$ cat config.mk
export PLATFORM = sky130hd
export DESIGN_NAME = alu
export DESIGN_NICKNAME = d
export VERILOG_FILES = /design/src/rtl/alu.sv
export SDC_FILE = /design/constraint.sdc
export NUM_CORES = 1
export LEC_CHECK = 0
export CORE_MARGIN = 2
export CORE_UTILIZATION = 40
export CTS_CLUSTER_DIAMETER = 60
export CTS_CLUSTER_SIZE = 8
export DETAILED_ROUTE_END_ITERATION = 7
export HOLD_SLACK_MARGIN = 0.02
export PLACE_DENSITY = 0.61
export SETUP_SLACK_MARGIN = 0.1
export SYNTH_ARGS = -nofsm -noshare
export SYNTH_HDL_FRONTEND = slang
export SYNTH_SLANG_ARGS = --single-unit
$ cat constraint.sdc
create_clock -name clk -period 9.95 [get_ports clk]
set_clock_uncertainty 0.2 [all_clocks]
set_input_delay 1.4925 -clock clk [delete_from_list [all_inputs] [get_ports clk]]
set_output_delay 1.4925 -clock clk [all_outputs]
set_load 0.03 [all_outputs]
$ cat src/rtl/alu.sv
// alu: W-bit ALU with a registered result and registered NZCV flags, one cycle of latency
// Ports: clk, rst (synchronous, active high), I1/I2 operands (I2 is the shift amount),
//        alu_ctr operation select, out registered result, N/Z/C/V_flag registered flags.
// Build option: define ALU_SRA_EN to enable the arithmetic right shift on alu_ctr=1010.
module alu #(
   parameter int W = 5
) (
   input  logic         clk,
   input  logic         rst,
   input  logic [W-1:0] I1,
   input  logic [W-1:0] I2,
   input  logic [3:0]   alu_ctr,
   output logic [W-1:0] out,
   output logic         N_flag,
   output logic         Z_flag,
   output logic         C_flag,
   output logic         V_flag
);
   logic         sub;
   logic [W-1:0] bx;
   logic [W:0]   sum;
   logic [W-1:0] res;
   logic         c;
   logic         v;
   // ADD and SUB share one W+1-bit adder; SUB is I1 + ~I2 + 1, so the carry-out means "no borrow"
   always_comb begin
      sub = alu_ctr == 4'b0011;
      bx  = sub ? ~I2 : I2;
      sum = {1'b0, I1} + {1'b0, bx} + {{W{1'b0}}, sub};
      res = '0;
      c   = 1'b0;
      v   = 1'b0;
      case (alu_ctr)
         4'b0000: res = I1 & I2;
         4'b0001: res = I1 | I2;
         4'b0010, 4'b0011: begin
            res = sum[W-1:0];
            c   = sum[W];
            v   = (I1[W-1] == bx[W-1]) && (sum[W-1] != I1[W-1]);
         end
         4'b0100: res = {{(W-1){1'b0}}, $signed(I1) < $signed(I2)};
         4'b0101: res = I1 << I2;
         4'b0110: res = I1 >> I2;
         4'b0111: res = I1 ^ I2;
         4'b1000: res = ~(I1 | I2);
         4'b1001: res = ~(I1 & I2);
`ifdef ALU_SRA_EN
         4'b1010: res = $signed(I1) >>> I2;
`else
`endif
         default: res = '0;
      endcase
   end
   // Z resets to 0 even though out resets to 0
   always_ff @(posedge clk) begin
      if (rst) begin
         out    <= '0;
         N_flag <= 1'b0;
         Z_flag <= 1'b0;
         C_flag <= 1'b0;
         V_flag <= 1'b0;
      end else begin
         out    <= res;
         N_flag <= res[W-1];
         Z_flag <= res == '0;
         C_flag <= c;
         V_flag <= v;
      end
   end
endmodule

Yosys cells after proc, flatten, opt, wreduce, memory -nomap -nowiden. Cells that the tools add are included.

Flip-flop bits (word level): 9. Latch bits: 0. Memory bits (writable): 0. Bits in read-only memories: 0. Input port bits: 16. Output and inout bits: 9. Word-level logic and storage cells: 35. Memories: 0.

Add/sub/neg operators: 2. Multiply operators: 0. Divide/modulo/power cells: 0. $lt $le $gt $ge: 1. Eq/ne operators: 11. Shifts and indexed selects: 2. Mux-type cells: 2. Bitwise operators: 7. Reduce and logical (&&, ||, !) cells: 5.

Operators with widths (number): 5-bit one-hot mux with 9 select lines (1); 4-bit by 3-bit equality test with 1-bit output, second input constant (4); 5-bit inverter (3); 4-bit by 2-bit equality test with 1-bit output, second input constant (2); 4-bit equality test, second input constant (2); 5-bit by 5-bit adder with 6-bit output (1); 6-bit by 1-bit adder with 6-bit output (1); 5-bit bitwise AND (1); 5-bit logical NOT (1); 5-bit < comparator (1); 5-bit 2-to-1 mux (1); 5-bit bitwise OR (1); 5-bit by 5-bit left shift with 5-bit output (1); 5-bit by 5-bit right shift with 5-bit output (1); 5-bit XOR (1); 4-bit by 1-bit equality test with 1-bit output, second input constant (1); 4-bit logical NOT (1); 2-bit OR reduction (2); 1-bit equality test (1); 1-bit logical AND (1); 1-bit != test (1); 1-bit inverter (1).

Depth between registers and ports, before layout. Gate-level depths: netlist (run 1).

Depth in word-level cells: 6. Gate-level depth with buffers: 13. Mapped depth without buffers: 12.

Worst setup path after synthesis (run 1). Ideal clock, no wire load.

Path kind: input -> register. Start: input alu_ctr[1]. End: register Z_flag. Setup time: 88 ps. Arrival time: 3924 ps. Required time: 9662 ps. Setup slack: 5738 ps. Stages: 13. Buffers on the path: 1. Cell sequence: buf_4 and2b_1 nand2b_1 nor2_1 xnor2_1 inv_1 fa_1 nand2b_1 a21oi_1 xor2_1 a221oi_1 nand3_1 nor4_2.

Longest elaborated chain between the ends: 6.

Ends and longest elaborated chain: start, declared (RTL line 12) `input logic [3:0] alu_ctr,`; 4-bit by 2-bit equality test with 1-bit output (RTL line 27, 33); 5-bit 2-to-1 mux (RTL line 28) `bx = sub ? ~I2 : I2;`; 5-bit by 5-bit adder with 6-bit output (RTL line 29) `sum = {1'b0, I1} + {1'b0, bx} + {{W{1'b0}}, sub};`; 6-bit by 1-bit adder with 6-bit output (RTL line 29); 5-bit one-hot mux with 9 select lines (*) (RTL line 33) `case (alu_ctr)`; 5-bit logical NOT (*) (RTL line 65) `Z_flag <= res == '0;`; end signal, assigned (RTL line 59) `Z_flag <= 1'b0;`; end signal, assigned (RTL line 65); end, declared (RTL line 15) `output logic Z_flag,`.

Every way passes the cells marked *; elsewhere a longest branch is shown, timed or not. A chain may end at the register's enable or synchronous reset.

Worst setup path in the final report (run 1).
Start: input alu_ctr[3]. End: register Z_flag.

Same word-level chain as after synthesis.

==> run metrics, run 1 <==
relative slew slack=49.3%; GRT Resource Usage Total=slightly above 20%; vias in the first global route=1,365; count of final setup violators=0; share of async-settable or async-resettable flops after synthesis=0%; largest net degree at the start of global routing=21; fraction of the yosys area taken by sequential cells=11.4%; CTS HTree Levels=1; Final min period=just over 5 ns; Core Box Area=3360 um^2; Commonest cells post-synth=sky130_fd_sc_hd__ha_1, sky130_fd_sc_hd__nor2_1, sky130_fd_sc_hd__inv_1, sky130_fd_sc_hd__nand2_1, sky130_fd_sc_hd__dfxtp_1; overflow left after global routing=0; DIE WIDTH=63.3 um; Post-CTS Repair Setup Buffers=0; clock transition at the registers of the reported paths=~0.050 ns; global-route wire length before repair=6560 um; Worst Tran Pin Value=0.758 ns; most frequent cell after synthesis=sky130_fd_sc_hd__ha_1; distinct cell type count of the synthesized netlist=57; yosys synthesis warning count=0; Num CTS Buffers=3; number of hold violations in the final report=0; Crit path arrival time=5.00 ns; status=finished, final reports clean; synthesized area=between 1000 and 1500 um^2; detailed-route via count=1,426; portion of the clock cycle consumed by the worst path in the final layout=roughly 51%; nets@finish=229; final sum of negative setup slack=0 ns; number of remaining DRC errors=0; required time worst endpoint=9.91 ns; post-detailed-route wirelength per cell=16.2 um; CTS sink cnt=8; Initial Utilization=41.9%; number of buffers inserted for hold repair after clock tree synthesis=0; sort of element at the start of the critical path=input port; drt total wl=3850 um; area of the die=4010 um^2; unrepaired setup endpoints after global routing=false; Area Overhead vs Synth=17.8%; io pins=25; type of the worst setup path=in2reg; leakage power total=around 0.67 nW; leading area contributor after synthesis=sky130_fd_sc_hd__ha_1; max-slew violations=0; count of antenna-violating nets left after detailed routing=0; antenna fix cells=0; RD Place Congestion=1.02; clock root cell=sky130_fd_sc_hd__clkbuf_4; biggest area contributors in the synthesized netlist=sky130_fd_sc_hd__ha_1, sky130_fd_sc_hd__dfxtp_1, sky130_fd_sc_hd__nor2_1; Std-Cell Rows=21; post-synth net total=209; Syn Inst Count=173; number of vias per cell after detailed routing=6.02; number of DRC markers after the initial detailed-route iteration=115; cells resized by post-CTS repair=0; Clock Path Buffers=2; iteration count of the initial detailed-routing pass=4; clock tree from TritonCTS=built; HP Class=in2reg; initial antenna violation count=0; post-DP HPWL=3020 um; EDFF count, synth=0; Worst Min Path Start=rst; area fraction of the dominant cell type after synthesis=16.9%; number of storage elements in the synthesis netlist=8; Crit. End Element=flop; layout cells sized above 1=8.90%; worst-path maximum fanout=16; worst IR drop on VDD=0.0208 mV; share of the core filled with cells=49.3%; achievable clock frequency=198 MHz; Cell Pwr Density=78.3 nW/um^2; max cap viols=0; # port buffers=24; CP startpoint=alu_ctr[3]; average instance area after synthesis=8.14 um^2; die span in y=63.3 um; Top FF cell, synth=sky130_fd_sc_hd__dfxtp_1
path summary, 6_finish.rpt:
| kind | endpoint | slack, ns | depth (start not counted) |
|---|---|---|---|
| worst max-delay path | Z_flag$_SDFF_PP0_ | 4.91 | 13 |
| worst min-delay path | out[1]$_SDFF_PP0_ | 1.75 | 2 |
per-layer routing:
metal | track usage, % | part of all wire, % | vias to the layer above
met5 | 0 | 0 | -
met1 | 25.4 | 43 | 660
li1 | - | - | 682
met3 | 1.96 | 5.9 | 12
met2 | 35.5 | 48 | 72
met4 | 10.3 | 2.8 | 0
kinds of logic after synthesis:
family / count (synthesis) / synth area share [%]
DFF: 8 / 11.4
adders and majority gates: 20 / 18.3
xor gates and xnor gates: 8 / 4.98
muxes: 7 / 5.07
and+or+nand+nor: 67 / 27.9
buffers and inverters: 24 / 8.98
AOI/OAI and AO/OA: 39 / 23.4
layout make-up:
type | count | area, um^2
Tap cell | 46 | 57.6
Sequential cell | 8 | 160
Clock buffer | 3 | 22.5
Timing Repair Buffer | 24 | 240
Fill cell | 361 | 1710
Inverter | 15 | 56.3
Multi-Input combinational cell | 141 | 1120
flip-flops by register name (all words and copies together) (netlist names):
name	cells
V_flag	1
out	5
C_flag	1
Z_flag	1
cell usage in the layout (no fill, tap or decap), drive strengths merged, types with 4 or more instances in the layout:
master	instances
nand3b	4
nor2	17
ha	19
mux2i	6
clkdlybuf4s50	24
a2111oi	6
nand2	11
nand2b	5
nand3	4
a21oi	6
nor4	5
nor3	4
xnor2	7
inv	15
o21ai	5
dfxtp	8
stage by stage:
| stage | hold slack [ns] | instance area [um^2] | setup slack [ns] | std cells | power (mW) |
|---|---|---|---|---|---|
| floorplan | 1.36 | 1410 | 5.74 | 173 | 0.0824 |
| global placement | 1.99 | 1640 | 4.89 | 234 | 0.104 |
| detailed placement | 1.99 | 1640 | 4.67 | 234 | 0.104 |
| CTS | 1.74 | 1660 | 4.94 | 237 | 0.130 |
| global route | 1.76 | 1660 | 4.62 | 237 | 0.139 |
| finish | 1.75 | 1660 | 4.91 | 237 | 0.130 |
worst max-delay path, stage by stage:
cell and delay (ns):
sky130_fd_sc_hd__clkdlybuf4s50_1 0.65, sky130_fd_sc_hd__and2b_1 0.37, sky130_fd_sc_hd__nand2b_1 0.16, sky130_fd_sc_hd__nor2_1 0.34, sky130_fd_sc_hd__xnor2_1 0.20, sky130_fd_sc_hd__inv_1 0.09
sky130_fd_sc_hd__fa_1 0.43, sky130_fd_sc_hd__nand2b_1 0.16, sky130_fd_sc_hd__a21oi_1 0.24, sky130_fd_sc_hd__xor2_1 0.12, sky130_fd_sc_hd__a221oi_1 0.38, sky130_fd_sc_hd__nand3_1 0.14
sky130_fd_sc_hd__nor4_2 0.22
report_power, final:
group          switching (mW)  leakage, nW  total (mW)  internal (mW)
Combinational          0.0409        0.586      0.0709         0.0300
Sequential           0.000478       0.0654      0.0346         0.0341
Clock                  0.0104       0.0138      0.0242         0.0138
Total                  0.0519        0.666       0.130         0.0779
Note: power is estimated with default switching activity, not from simulation.
==> inputs of run 2 (changes only) <==
PLACE_DENSITY = 0.64   (was 0.61)
clock period = 4.5 ns   (was 9.95 ns; I/O delays follow)
==> run 2 against run 1 <==
Via count rose by 0.14%. Total power rose by 120%. Combinational power grew 130%. Sequential share of layout area fell by 0.26 points. Flip-flop and latch count unchanged. Non-clock buffer count is 6 higher. Clock power grew 110%. Highest routed layer unchanged.
==> run metrics, run 2 (same netlist as run 1, synthesis figures left out) <==
number of DRC markers after the initial detailed-route iteration=95 (-17%); io pins=25 (unchanged); Core Box Area=3360 um^2 (unchanged); Worst Min Path Start=rst; clock root cell=sky130_fd_sc_hd__clkbuf_4; initial antenna violation count=0 (unchanged); portion of the clock cycle consumed by the worst path in the final layout=approximately 90%; Initial Utilization=41.9% (unchanged); Area Overhead vs Synth=21.0%; Clock Path Buffers=2 (unchanged); area of the die=4010 um^2 (unchanged); worst-path maximum fanout=12 (-4); Crit path arrival time=3.91 ns (-1.09 ns); Crit. End Element=flop; clock transition at the registers of the reported paths=0.05 ns (about the same); Biggest register=out; post-detailed-route wirelength per cell=15.9 um (-1.8%); post-detailed-placement cell area=1680 um^2 (+2.8%); final non-filler cell area=1700 um^2 (+2.7%); Worst Tran Pin Value=0.650 ns (-0.107 ns); Final min period=3.95 ns; die span in y=63.3 um (unchanged); unrepaired setup endpoints after global routing=false; number of buffers inserted for hold repair after clock tree synthesis=0 (unchanged); Post-CTS Repair Setup Buffers=0 (unchanged); max-slew violations=0 (unchanged); worst hold path depth=2 (unchanged); required time worst endpoint=4.46 ns (-5.45 ns); # port buffers=24 (unchanged); number of hold violations in the final report=0 (unchanged); fill cell instance count of the final layout=339 (-6.1%); largest net degree at the start of global routing=20 (-4.8%); end point of the worst hold path=out[1]$_SDFF_PP0_; number of flip-flops under the largest register name=5 (unchanged); vias in the first global route=1,379 (+1.0%); type of the worst setup path=in2reg; cell with the largest stage delay on the worst path=sky130_fd_sc_hd__clkdlybuf4s50_1; iteration count of the initial detailed-routing pass=4 (unchanged); leading cell type in the layout, fill and taps excluded=sky130_fd_sc_hd__clkdlybuf4s50_1; CTS sink cnt=8 (unchanged); overflow left after global routing=0 (unchanged); nets@finish=235 (+2.6%); final sum of negative setup slack=0 ns (unchanged); Largest delay share family, worst path=simple AND/OR/NAND/NOR gates; critical path, cell by cell=clkdlybuf4s50_1 > and2b_1 > nand2b_1 > nor2_1 > xnor2_1 > inv_1 > fa_1 > nand2b_1 > a21oi_1 > xor2_1 > a221oi_1 > nand3_1 > nor4_2; leakage power total=0.695 nW (+4.4%); Std-Cell Rows=21 (unchanged); achievable clock frequency=253 MHz; HP Class=in2reg; global-route wire length before repair=6600 um (+0.64%); status=finished, final reports clean; drt total wl=3870 um (+0.65%); count of final setup violators=0 (unchanged); maximum single-stage delay on the critical path=0.67 ns (+0.02 ns); cells resized by post-CTS repair=0 (unchanged); DIE WIDTH=63.3 um (unchanged); most used cells in the layout excluding fill and tap cells=sky130_fd_sc_hd__clkdlybuf4s50_1, sky130_fd_sc_hd__ha_1, sky130_fd_sc_hd__nor2_1; count of antenna-violating nets left after detailed routing=0 (unchanged); worst IR drop on VDD=0.0475 mV (+130%); number of remaining DRC errors=0 (unchanged); CTS HTree Levels=1 (unchanged); detailed-route via count=1,428 (+0.14%); max cap viols=0 (unchanged); Num CTS Buffers=3 (unchanged); post-DP HPWL=3080 um (+2.1%); antenna fix cells=0 (unchanged); layout cells sized above 1=11.7% (+2.8 points); relative slew slack=55.5% (+6.2 points); Register Area=160 um^2 (unchanged); number of buffer and inverter instances along the worst setup path=2 (unchanged); clock tree from TritonCTS=built; number of vias per cell after detailed routing=5.88 (-2.3%); Cell Pwr Density=169 nW/um^2 (+120%); RD Place Congestion=0.997 (-2.4%); GRT Resource Usage Total=20.6% (unchanged); sort of element at the start of the critical path=input port; Multi-input gate area=1120 um^2 (unchanged); cell mode on critical path=sky130_fd_sc_hd__nand2b_1
run 2: final cells by class:
type	instances	share of cell area [%]
inverters	15	3.31
well taps	46	3.38
multi-input cells	141	65.8
clock buffers	3	1.32
flip-flops and latches	8	9.40
repair buffers	30	16.8
run 2: routing by layer:
metal	vias to the layer above	track usage (%)	wire length [um]
li1	690	-	-
met1	672	26.9	1710
met2	56	35.3	1860
met3	10	2.50	197
met4	0	6.52	102
met5	-	0	0
run 2: power by group:
group	switching, mW	internal [mW]
registers	0.00107	0.0755
clock network	0.0216	0.0303
logic	0.0904	0.0691
total	0.113	0.175
run 2: metrics by stage:
stage	power, mW	utilization (%)	std cells	hold WS [ns]	worst slack (ns)
final	0.288	50.6	243	0.941	0.553
after global routing	0.311	50.6	243	0.967	0.357
after CTS	0.289	50.6	243	0.921	0.577
after detailed placement	0.235	50.0	240	1.18	0.322
after global placement	0.232	50.0	240	1.18	0.544
after floorplan	0.182	-	173	0.544	1.11
run 2: how the worst max path moves through the flow:
stage | start | to | slack, ns | cells past startpoint
6_report | alu_ctr[1] | Z_flag$_SDFF_PP0_ | 0.55 | 13
5_1_grt | alu_ctr[1] | Z_flag$_SDFF_PP0_ | 0.36 | 13
4_1_cts | alu_ctr[1] | Z_flag$_SDFF_PP0_ | 0.58 | 13
3_5_place_dp | alu_ctr[1] | Z_flag$_SDFF_PP0_ | 0.32 | 13
3_3_place_gp | alu_ctr[1] | Z_flag$_SDFF_PP0_ | 0.54 | 13
2_1_floorplan | alu_ctr[1] | Z_flag$_SDFF_PP0_ | 1.11 | 13
